--- src/rtl/serial_word_feeder.sv ---
// Streams a W-bit word MSB-first into a serial divisibility checker and returns its verdict.
// Optional: define SERIAL_WORD_FEEDER_ECHO_EN to add a res_word port echoing the word under test.
module serial_word_feeder #(
    parameter int unsigned W = 8
) (
    input  logic         clk,
    input  logic         rst,
    input  logic         in_valid,
    output logic         in_ready,
    input  logic [W-1:0] in_word,
    output logic         chk_clr,
    output logic         ser_bit,
    input  logic         div_in,
    output logic         out_valid,
    input  logic         out_ready,
    output logic         res_div
`ifdef SERIAL_WORD_FEEDER_ECHO_EN
    ,
    output logic [W-1:0] res_word
`endif
);

    localparam int unsigned CW = (W > 1) ? $clog2(W) : 1;

    typedef enum logic [1:0] {StIdle, StShift, StCapture, StResp} state_e;

    state_e          state_q, state_d;
    logic [W-1:0]    shreg_q, shreg_d;
    logic [CW-1:0]   cnt_q, cnt_d;
    logic            res_div_q, res_div_d;
`ifdef SERIAL_WORD_FEEDER_ECHO_EN
    logic [W-1:0]    word_q, word_d;
`endif

    always_ff @(posedge clk or negedge rst) begin
        if (!rst) begin
            state_q   <= StIdle;
            shreg_q   <= '0;
            cnt_q     <= '0;
            res_div_q <= 1'b0;
`ifdef SERIAL_WORD_FEEDER_ECHO_EN
            word_q    <= '0;
`endif
        end else begin
            state_q   <= state_d;
            shreg_q   <= shreg_d;
            cnt_q     <= cnt_d;
            res_div_q <= res_div_d;
`ifdef SERIAL_WORD_FEEDER_ECHO_EN
            word_q    <= word_d;
`endif
        end
    end

    always_comb begin
        state_d   = state_q;
        shreg_d   = shreg_q;
        cnt_d     = cnt_q;
        res_div_d = res_div_q;
`ifdef SERIAL_WORD_FEEDER_ECHO_EN
        word_d    = word_q;
`endif
        in_ready  = 1'b0;
        chk_clr   = 1'b1;
        ser_bit   = 1'b0;
        out_valid = 1'b0;

        case (state_q)
            StIdle: begin
                // Gate with rst so no handshake is advertised while held in reset.
                in_ready = rst;
                if (in_valid) begin
                    state_d = StShift;
                    shreg_d = in_word;
                    cnt_d   = CW'(W - 1);
`ifdef SERIAL_WORD_FEEDER_ECHO_EN
                    word_d  = in_word;
`endif
                end
            end
            StShift: begin
                chk_clr = 1'b0;
                ser_bit = shreg_q[W-1];
                shreg_d = shreg_q << 1;
                if (cnt_q == '0) begin
                    state_d = StCapture;
                end else begin
                    cnt_d = cnt_q - CW'(1);
                end
            end
            StCapture: begin
                // div_in is sampled pre-edge, while chk_clr clears the checker at that same edge.
                res_div_d = div_in;
                state_d   = StResp;
            end
            StResp: begin
                out_valid = 1'b1;
                if (out_ready) begin
                    state_d = StIdle;
                end
            end
            default: state_d = StIdle;
        endcase
    end

    assign res_div = res_div_q;
`ifdef SERIAL_WORD_FEEDER_ECHO_EN
    assign res_word = word_q;
`endif

endmodule

--- config.mk ---
export PLATFORM = sky130hd
export DESIGN_NAME = serial_word_feeder
export DESIGN_NICKNAME = d
export VERILOG_FILES = /design/src/rtl/serial_word_feeder.sv
export SDC_FILE = /design/constraint.sdc
export NUM_CORES = 1
export LEC_CHECK = 0
export CORE_ASPECT_RATIO = 1.75
export CORE_MARGIN = 2
export CORE_UTILIZATION = 30
export DETAILED_ROUTE_END_ITERATION = 7
export PLACE_DENSITY = 0.58
export SKIP_LAST_GASP = 1
export SLEW_MARGIN = 20
export SYNTH_ARGS = -nofsm -noshare
export SYNTH_HDL_FRONTEND = slang
export SYNTH_SLANG_ARGS = --single-unit
--- constraint.sdc ---
create_clock -name clk -period 1.75 [get_ports clk]
set_input_delay 0.4375 -clock clk [delete_from_list [all_inputs] [get_ports clk]]
set_output_delay 0.4375 -clock clk [all_outputs]
set_load 0.02 [all_outputs]
==> flow_summary.rst, run 1 <==
.. list-table::
   :header-rows: 1

   * - Metric
     - Value
   * - Status
     - complete, no violations
   * - Area delta synth->final
     - 35.31%
   * - Core box area
     - 3108 um2
   * - Number of synthesized flops with an enable pin
     - 0
   * - Max-slew headroom at the worst pin
     - 81.17%
   * - Antenna Cells
     - 0
   * - Hold WS
     - a little over 0.5 ns
   * - DRC violations left
     - 0
   * - Wire length of the first global-routing pass
     - 3808 um
   * - Die Span X
     - 47.01 um
   * - Number of fill cells in the layout
     - 320
   * - Sequential power share
     - 25.9%
   * - Endpoint class of the critical path
     - output port
   * - Per-cell via count in the routed design
     - 4.911
   * - Switching power summed over all nets
     - 940.4 uW
   * - Setup bufs post-CTS
     - 0
   * - Final Hold Violating Endpoints
     - 0
   * - Vias in the first global route
     - 879
   * - CTS Root Cell
     - sky130_fd_sc_hd__clkbuf_8
   * - Reg-to-reg setup timing slack
     - between 0.1 and 0.15 ns
   * - Multiplexer share of the synthesized area
     - 12.24%
   * - Setup clock skew after layout
     - about 0.0019 ns
   * - Syn Area/Cell
     - 10.22 um2
   * - YS warnings
     - 0
   * - Area share of the largest cell type after synthesis
     - 36.08%
   * - Launch instance of the worst register-to-register path
     - state_q[1]
   * - Largest fanout on the critical path
     - 3
   * - Xor and xnor area share after synthesis
     - 0%
   * - Cell with the largest stage delay on the worst path
     - sky130_fd_sc_hd__dfrtp_1
   * - Total GRT Usage
     - between 10% and 20%
   * - Detailed router's first-iteration violation count
     - 10
   * - Endpoint of the worst hold path
     - res_div
   * - Data arrival, critical path
     - approximately 1.3 ns
   * - Post-synthesis share of cell area spent on and, or, nand and nor gates
     - 14.69%
   * - Final count of negative-setup-slack endpoints
     - 0
   * - Final HPWL from detailed placement
     - 1765 um
   * - Critical path's largest stage delay
     - roughly 0.40 ns
   * - H-tree depth reported by CTS
     - 1
   * - I/O pin count
     - 18
   * - Number of buffers on the longest clock path
     - 2
   * - Starting density of the core
     - 31.24%
   * - Critical path startpoint category
     - flop
   * - Cell accounting for the most synthesized area
     - sky130_fd_sc_hd__dfrtp_1
   * - Fin crit share
     - 96.26%
   * - Share of synthesized area occupied by flip-flops and latches
     - 36.08%
   * - Post-synthesis instance area
     - ~970 um2
   * - Post-layout minimum cycle time
     - 1.685 ns
   * - R2R depth
     - 7
   * - LEAKAGE
     - 0.0005830 uW
   * - Global route overflow
     - 0
   * - Logic gate share of total power
     - between 60% and 70%
   * - Clock Pin Slew Worst Setup and Hold Paths
     - 0.06 ns
   * - Total Die Area
     - 3725 um2
   * - Drt pass-1 iters
     - 4
   * - Via total after detailed routing
     - 830
   * - CTS tree
     - done
   * - Maximum number of pins on one net before global-route repair
     - 20
   * - Worst slew pin tran
     - 0.2825 ns
   * - Worst hold path class
     - reg -> reg
   * - Number of antenna violations at the first check in global routing
     - 0
   * - Maximum clock frequency
     - 593.6 MHz
   * - Critical path startpoint
     - state_q[0]
   * - Net Sw Frac
     - 38.81%
   * - Routability cong.
     - 0.7551
   * - Max IR drop VDD
     - between 1 and 1.5 mV
   * - Post-synthesis compound-gate area fraction
     - between 10% and 20%
   * - Cell area after layout
     - 1314 um2
   * - Cell variety after synth
     - 34
   * - DR WL/cell
     - 13.60 um
   * - Total cell area at the placement stage
     - 1264 um2
   * - CTS sink cnt
     - 14
   * - Synthesis-stage register bit count
     - 14
   * - Final count of pins violating max slew
     - 0
   * - Worst r2r dst
     - state_q[1]
   * - Area contributors post-synth
     - sky130_fd_sc_hd__dfrtp_1, sky130_fd_sc_hd__ha_1, sky130_fd_sc_hd__o22ai_1, sky130_fd_sc_hd__mux2_2, sky130_fd_sc_hd__a21oi_1
   * - Commonest cells in the netlist
     - sky130_fd_sc_hd__dfrtp_1, sky130_fd_sc_hd__o22ai_1, sky130_fd_sc_hd__a21oi_1, sky130_fd_sc_hd__ha_1, sky130_fd_sc_hd__inv_1
   * - Clock Latency Late Sink
     - 0.24 ns
   * - NumNets Final
     - ~150
   * - Die Height
     - a little under 80 um
   * - Chain of cells forming the critical path
     - inv_1 > ha_2 > and2_1 > buf_4
   * - Cts bufs inserted
     - 3
   * - Data required time of the critical path
     - ~1.3 ns
   * - Adder and majority cell fraction of the synthesized area
     - 9.021%
   * - Detailed Route WL
     - roughly 2300 um
   * - Async set-or-reset flop fraction in the synthesized netlist
     - 100.0%
   * - Max cap viols
     - 0
   * - Design internal power
     - approximately 1500 uW
   * - Clock network fraction of design power
     - 13.3%
   * - Hold Path Depth
     - 1
   * - Dominant combinational cell family by area after synthesis
     - compound AO/OA/AOI/OAI gates
   * - Fraction of layout instances using a drive strength above 1
     - 32.54%
   * - Unrepaired setup endpoints after global routing
     - yes
   * - Gate Count Post-Synth
     - 95
   * - Min-delay src
     - res_div
   * - Remaining antenna violation count after routing
     - 0
   * - Final sum of negative setup slack
     - 0 ns
   * - Post-Syn Nets
     - 115
   * - Crit path kind
     - reg -> out
   * - Count of buffers from port buffering
     - 17
   * - Top FF cell, synth
     - sky130_fd_sc_hd__dfrtp_1
   * - Standard-cell row count
     - 27
   * - Pwr per Cell Area
     - 1845 nW/um2
-- power groups by stage --
stage / Sequential, uW / Combinational [uW] / Clock, uW
final: 629 / 1470 / 323
after global routing: 644 / 1650 / 346
after CTS: 622 / 1440 / 336
after detailed placement: 628 / 1470 / 0
after global placement: 611 / 1410 / 0
after floorplan: 607 / 1050 / 0
-- per-stage QoR --
stage	power, uW	setup slack (ns)	cells	util [%]
after floorplan	1653	0.07219	95	-
after global routing	2639	-0.01003	169	42.27
after detailed placement	2097	-0.4050	165	40.66
final	2423	0.06548	169	42.27
after global placement	2023	-0.4138	165	40.66
after CTS	2402	-0.1304	169	42.11
-- metal layers --
layer  vias up  global-route usage, %  wire length [um]
met3         2                  1.818                63
li1        407                      -                 -
met5         -                      0                 0
met1       406                  15.89               891
met2        15                  24.38              1316
met4         0                  6.111                27
-- kinds of logic (layout without fill, tap and decap cells) --
logic type	after synthesis	in the layout
buffers and inverters	13	44
flip-flops	14	14
adder cells (fa/ha/maj)	7	7
AO/OA/AOI/OAI	30	30
multiplexers	10	10
AND/OR/NAND/NOR	21	21
-- timing repair --
| action | 4_1_cts | 5_1_grt |
|---|---|---|
| gates resized for setup | 11 | 9 |
| pin swaps | 0 | 1 |
| hold buffers | 0 | 0 |
| setup endpoints to repair | 5 | 7 |
-- placed cells by master (no fill, tap or decap), types with 2 or more instances in the layout --
cell | netlist | routed
sky130_fd_sc_hd__ha_1 | 7 | 5
sky130_fd_sc_hd__nand2_1 | 2 | 2
sky130_fd_sc_hd__clkbuf_8 | 0 | 4
sky130_fd_sc_hd__nor2_1 | 3 | 3
sky130_fd_sc_hd__buf_4 | 0 | 16
sky130_fd_sc_hd__nand2b_1 | 2 | 2
sky130_fd_sc_hd__clkdlybuf4s50_1 | 0 | 13
sky130_fd_sc_hd__nor2b_1 | 3 | 3
sky130_fd_sc_hd__ha_2 | 0 | 2
sky130_fd_sc_hd__nand3_1 | 2 | 2
sky130_fd_sc_hd__mux2_2 | 5 | 5
sky130_fd_sc_hd__o22ai_1 | 14 | 14
sky130_fd_sc_hd__a21oi_1 | 8 | 8
sky130_fd_sc_hd__nand3b_1 | 2 | 2
sky130_fd_sc_hd__buf_2 | 4 | 2
sky130_fd_sc_hd__dfrtp_1 | 14 | 14
sky130_fd_sc_hd__mux2_4 | 2 | 3
sky130_fd_sc_hd__inv_1 | 6 | 6
-- worst max path at each step --
stage / depth (start not counted) / endpoint
5_1_grt: 5 / chk_clr
4_1_cts: 3 / in_ready
6_report: 4 / in_ready
3_5_place_dp: 3 / in_ready
3_3_place_gp: 3 / in_ready
2_1_floorplan: 5 / in_ready
-- sequential cells by signal, indices dropped and copies added (netlist names) --
name     count
shreg_q      8
cnt_q        3
state_q      2
res_div      1
-- final cells by class --
type / instances / area (um2) / area share, %
inverter: 7 / 26.28 / 2.000
clock buffer: 4 / 55.05 / 4.190
multi-input combinational: 68 / 551.8 / 42.00
sequential: 14 / 350.3 / 26.67
timing repair buffer: 33 / 276.5 / 21.05
tap: 43 / 53.80 / 4.095
-- worst max-delay path, delay by kind of cell (launching register included) --
family                     cells  cell delay, ns
adders and majority gates      1            0.19
and+or+nand+nor                1            0.16
buffers and inverters          2            0.25
DFF                            1            0.40
(Power assumes the default switching activity.)
==> run 2, diff against run 1 <==
- CORE_MARGIN: 2 -> 8
- HOLD_SLACK_MARGIN: unset -> 0.1
==> run 2 against run 1 <==
Die area grew 45%; clock skew is essentially flat; critical endpoint unchanged; highest routed layer unchanged; count of clock-buffer cells in the layout is the same.
==> flow_summary.rst, run 2 (synthesis gave the netlist of run 1 again) <==
.. list-table::
   :header-rows: 1

   * - Metric
     - Value
   * - Share of the core filled with cells
     - 42.07%
   * - Crit path kind
     - in -> out
   * - Final HPWL from detailed placement
     - 1844 um
   * - Detailed Route WL
     - 2393 um
   * - CTS tree
     - done
   * - Core box area
     - around 3100 um2
   * - Setup clock skew after layout
     - 0.002222 ns
   * - Post-layout minimum cycle time
     - 1.690 ns
   * - DRC violations left
     - 0
   * - Endpoint class of the critical path
     - output port
   * - Endpoint of the worst hold path
     - res_div
   * - Area delta synth->final
     - 34.66%
   * - Routability cong.
     - 0.7708
   * - Final Hold Violating Endpoints
     - 0
   * - Cell Count, Final, Fillers Out
     - 169
   * - Launch instance of the worst register-to-register path
     - state_q[0]
   * - Status
     - complete, no violations
   * - FF+latch area
     - 350.3 um2
   * - Starting density of the core
     - between 30% and 40%
   * - Max IR drop VDD
     - 1.223 mV
   * - Worst hold path class
     - reg -> reg
   * - Largest fanout on the critical path
     - 2
   * - Chain of cells forming the critical path
     - clkdlybuf4s50_1 > and2_1 > buf_4
   * - Min-delay src
     - res_div
   * - Data required time of the critical path
     - 1.31 ns
   * - Vias in the first global route
     - 971
   * - Fin crit share
     - 96.55%
   * - Unrepaired setup endpoints after global routing
     - yes
   * - Total Die Area
     - 5385 um2
   * - Standard-cell row count
     - 27
   * - Drt pass-1 iters
     - 2
   * - Pwr per Cell Area
     - 1828 nW/um2
   * - Max-slew headroom at the worst pin
     - 79.80%
   * - # hold bufs at CTS
     - 0
   * - Reg-to-reg setup timing slack
     - 0.09 ns
   * - R2R depth
     - 6
   * - Number of cells after detailed placement
     - 165
   * - Total GRT Usage
     - about a tenth
   * - Largest delay share family, worst path
     - buffers and inverters
   * - Multi-input gate area in the final layout
     - 545.5 um2
   * - Number of antenna violations at the first check in global routing
     - 0
   * - Wire length of the first global-routing pass
     - 4098 um
   * - Critical path's largest stage delay
     - around 0.49 ns
   * - Clock Pin Slew Worst Setup and Hold Paths
     - 0.06 ns
   * - NumNets Final
     - 147
   * - Die Height
     - 91.26 um
   * - Via total after detailed routing
     - 839
   * - Number of fill cells in the layout
     - 331
   * - Top reg by flops
     - shreg_q
   * - Flip-flop count of the largest register after layout
     - 8
   * - LEAKAGE
     - 0.0005802 uW
   * - Per-cell via count in the routed design
     - approximately 5.0
   * - Detailed router's first-iteration violation count
     - 12
   * - Critical path startpoint category
     - input port
   * - I/O pin count
     - 18
   * - Cell with the largest stage delay on the worst path
     - sky130_fd_sc_hd__clkdlybuf4s50_1
   * - CTS sink cnt
     - 14
   * - Global route overflow
     - 0
   * - Max cap viols
     - 0
   * - Final count of negative-setup-slack endpoints
     - 0
   * - Final count of pins violating max slew
     - 0
   * - Hold Path Depth
     - 1
   * - Data arrival, critical path
     - 1.25 ns
   * - Fraction of layout instances using a drive strength above 1
     - around 31%
   * - Cts bufs inserted
     - 3
   * - CTS Root Cell
     - sky130_fd_sc_hd__clkbuf_8
   * - Count of buffers from port buffering
     - 17
   * - Largest regs
     - shreg_q: 8 flops, cnt_q: 3 flops, state_q: 2 flops
   * - Worst r2r dst
     - state_q[1]
   * - Clock Latency Late Sink
     - 0.26 ns
   * - Die Span X
     - between 50 and 60 um
   * - Maximum clock frequency
     - slightly below 600 MHz
   * - Antenna Cells
     - 0
   * - Post-layout power
     - 2390 uW
   * - DR WL/cell
     - roughly 14 um
   * - H-tree depth reported by CTS
     - 1
   * - Count of buffering cells on the critical path with inverters included
     - 2
   * - Most common cell after layout, fill and taps aside
     - sky130_fd_sc_hd__buf_4
   * - Hold WS
     - 0.5190 ns
   * - Worst path depth
     - 3
   * - Maximum number of pins on one net before global-route repair
     - 20
   * - Commonest cells after routing, fill and taps aside
     - sky130_fd_sc_hd__buf_4, sky130_fd_sc_hd__o22ai_1, sky130_fd_sc_hd__dfrtp_1
   * - Number of buffers on the longest clock path
     - 2
   * - Remaining antenna violation count after routing
     - 0
   * - Worst slew pin tran
     - 0.3030 ns
==> run 2: worst max-delay path by stage <==
| stage | startpoint | end | slack (ns) |
|---|---|---|---|
| floorplan | state_q[0] | in_ready | 0.07 |
| global placement | rst | in_ready | -0.42 |
| detailed placement | rst | in_ready | -0.43 |
| CTS | rst | in_ready | 0.02 |
| global route | state_q[0] | in_ready | -0.002 |
| finish | rst | in_ready | 0.06 |
==> run 2: timing repair <==
| item | CTS | global route |
|---|---|---|
| setup buffers | 0 | 0 |
| hold endpoints to repair | 0 | 0 |
| setup endpoints to repair | 5 | 3 |
| pin swaps | 0 | 1 |
| resized for setup | 15 | 3 |
==> run 2: final cells by class <==
class / instances / share of cell area, %
Tap cell: 43 / 4.115
Multi-Input combinational cell: 68 / 41.72
Clock buffer: 4 / 4.211
Inverter: 7 / 2.010
Timing Repair Buffer: 33 / 21.15
Sequential cell: 14 / 26.79
==> run 2: through the flow <==
stage	instance area (um2)	worst slack, ns	setup TNS, ns
finish	1308	0.06042	0
global route	1308	-0.002279	-0.002279
CTS	1306	0.01632	0
detailed placement	1264	-0.4279	-0.6513
global placement	1264	-0.4194	-0.6150
floorplan	970.9	0.07219	0
==> run 2: report_power, final <==
group          switching [uW]  internal [uW]
Sequential                123            491
Clock                     132            200
Combinational             675            768
Total                     930           1460
==> run 2: routing by layer <==
layer	routed length (um)	up-vias	GRT usage (%)
met5	0	-	0
met2	1318	15	16.76
li1	-	406	-
met1	881	412	9.316
met4	70	0	7.229
met3	122	6	2.966
==> run 3, diff against run 2 <==
- REMOVE_ABC_BUFFERS: unset -> 1
==> run 3 against run 2 <==
Power shrank 3.3%; count of clock-buffer cells in the layout fell by 1; clock skew increased by 0.0022 ns; flip-flop and latch count is the same; via count fell by 3.9%; first-iteration DRC count up 110%; final area is 1.9% lower; sequential share of layout area up 0.52 points; die area unchanged; combinational power about the same; cell count down 1.8%; critical path type is now reg -> out; largest cell class unchanged.
==> flow_summary.rst, run 3 (synthesis gave the netlist of run 1 again) <==
.. list-table::
   :header-rows: 1

   * - Metric
     - Value
   * - Routability cong.
     - 0.7537
   * - Pwr per Cell Area
     - 1803 nW/um2
   * - Critical path startpoint
     - state_q[0]
   * - Top reg by flops
     - shreg_q
   * - Cts bufs inserted
     - 3
   * - Commonest cells after routing, fill and taps aside
     - sky130_fd_sc_hd__o22ai_1, sky130_fd_sc_hd__dfrtp_1, sky130_fd_sc_hd__buf_4
   * - Total Die Area
     - 5385 um2
   * - Total GRT Usage
     - under 10%
   * - Endpoint class of the critical path
     - output port
   * - Starting density of the core
     - 31.24%
   * - Final count of pins violating max slew
     - 0
   * - DRC violations left
     - 0
   * - CTS sink cnt
     - 14
   * - Die Height
     - 91.26 um
   * - Post-layout power
     - 2312 uW
   * - Fin crit share
     - a little over nine tenths
   * - Number of buffers on the longest clock path
     - 2
   * - Largest fanout on the critical path
     - 3
   * - Crit path kind
     - reg -> out
   * - Wire length of the first global-routing pass
     - 3829 um
   * - Number of antenna violations at the first check in global routing
     - 0
   * - CTS tree
     - done
   * - Critical path startpoint category
     - flop
   * - Max-slew headroom at the worst pin
     - 81.18%
   * - Antenna Cells
     - 0
   * - Via total after detailed routing
     - 806
   * - DR WL/cell
     - between 10 and 15 um
   * - GR met1 Demand/Resource
     - under 10%
   * - NumNets Final
     - 145
   * - Clock Latency Late Sink
     - 0.25 ns
   * - Final HPWL from detailed placement
     - around 1800 um
   * - Clock Pin Slew Worst Setup and Hold Paths
     - 0.06 ns
   * - Die Span X
     - 59.01 um
   * - LEAKAGE
     - 0.0005629 uW
   * - Vias in the first global route
     - 872
   * - Number of fill cells in the layout
     - 344
   * - Setup clock skew after layout
     - 0.004455 ns
   * - Max cap viols
     - 0
   * - I/O pin count
     - 18
   * - Final Hold Violating Endpoints
     - 0
   * - Launch instance of the worst register-to-register path
     - state_q[0]
   * - Fraction of layout instances using a drive strength above 1
     - 29.27%
   * - DP Worst Slack
     - -0.4133 ns
   * - Worst r2r dst
     - state_q[1]
   * - Remaining antenna violation count after routing
     - 0
   * - Smallest setup slack after layout
     - 0.05273 ns
   * - Per-cell via count in the routed design
     - between 4 and 5
   * - Met3 Usage GRT
     - 2.684%
   * - Data arrival, critical path
     - 1.26 ns
   * - R2R depth
     - 6
   * - Reg-to-reg setup timing slack
     - about 0.10 ns
   * - Standard-cell row count
     - 27
   * - Largest regs
     - shreg_q: 8 flops, cnt_q: 3 flops, state_q: 2 flops
   * - Flip-flop count of the largest register after layout
     - 8
   * - End point of the critical path
     - out_valid
   * - Final count of negative-setup-slack endpoints
     - 0
   * - Hold WS
     - 0.5104 ns
   * - Count of buffers from port buffering
     - 17
   * - CTS Root Cell
     - sky130_fd_sc_hd__clkbuf_8
   * - Post-layout minimum cycle time
     - 1.697 ns
   * - Global routing usage on met2
     - around 16%
   * - Worst slew pin tran
     - ~0.28 ns
   * - Status
     - complete, no violations
   * - Max IR drop VDD
     - approximately 0.86 mV
   * - Drt pass-1 iters
     - 4
   * - Area delta synth->final
     - 32.09%
   * - Core box area
     - 3108 um2
   * - Maximum clock frequency
     - 589.2 MHz
   * - # hold bufs at CTS
     - 0
   * - H-tree depth reported by CTS
     - 1
   * - Final sum of negative setup slack
     - 0 ns
   * - Busiest layer in global routing
     - met2
   * - Data required time of the critical path
     - 1.31 ns
   * - Detailed Route WL
     - 2312 um
   * - Worst hold path class
     - reg -> reg
   * - Unrepaired setup endpoints after global routing
     - no
   * - Detailed router's first-iteration violation count
     - 25
   * - Global route overflow
     - 0
   * - Maximum number of pins on one net before global-route repair
     - 20
## run 3: worst max-delay path: stages (launching register included)
cell and delay (ns):
sky130_fd_sc_hd__dfrtp_1 0.39, sky130_fd_sc_hd__buf_4 0.14, sky130_fd_sc_hd__ha_1 0.19, sky130_fd_sc_hd__clkdlybuf4s15_1 0.29
## run 3: repair_timing
| item | in CTS | in global routing |
|---|---|---|
| setup buffers | 0 | 0 |
| pin swaps | 1 | 1 |
| endpoints found under the setup margin | 4 | 6 |
| gates resized for setup | 10 | 6 |
## run 3: worst min-delay path by stage
stage / to / slack [ns] / from / cells after the start
finish: res_div / 0.51 / res_div / 1
global route: res_div / 0.52 / res_div / 1
CTS: res_div / 0.52 / res_div / 1
detailed placement: res_div / 0.50 / res_div / 1
global placement: res_div / 0.50 / res_div / 1
floorplan: cnt_q[0] / 0.14 / rst / 0
## run 3: layer usage
layer	wire, um	vias to the layer above
met4	73	0
met3	99	7
li1	-	403
met1	929	380
met5	0	-
met2	1210	16
## run 3: layout make-up
cell class / instances / area, um2 / area share [%]
repair buffers: 31 / 260.3 / 20.29
multi-input cells: 68 / 550.5 / 42.93
flip-flops and latches: 14 / 350.3 / 27.32
well taps: 43 / 53.80 / 4.195
inverters: 7 / 26.28 / 2.049
clock buffers: 3 / 41.29 / 3.220
## run 3: power breakdown
group / switching (uW) / leakage [uW] / internal, uW / total (uW)
Sequential: 125 / 0.000160 / 492 / 616
Clock: 117 / 0.0000216 / 153 / 270
Combinational: 664 / 0.000382 / 762 / 1430
## run 3: per-stage QoR
| step | utilization [%] | instances | cell area [um2] |
|---|---|---|---|
| after floorplan | - | 89 | 919.6 |
| after global placement | 40.18 | 163 | 1249 |
| after detailed placement | 40.18 | 163 | 1249 |
| after CTS | 41.59 | 166 | 1292 |
| after global routing | 41.26 | 166 | 1282 |
| final | 41.26 | 166 | 1282 |
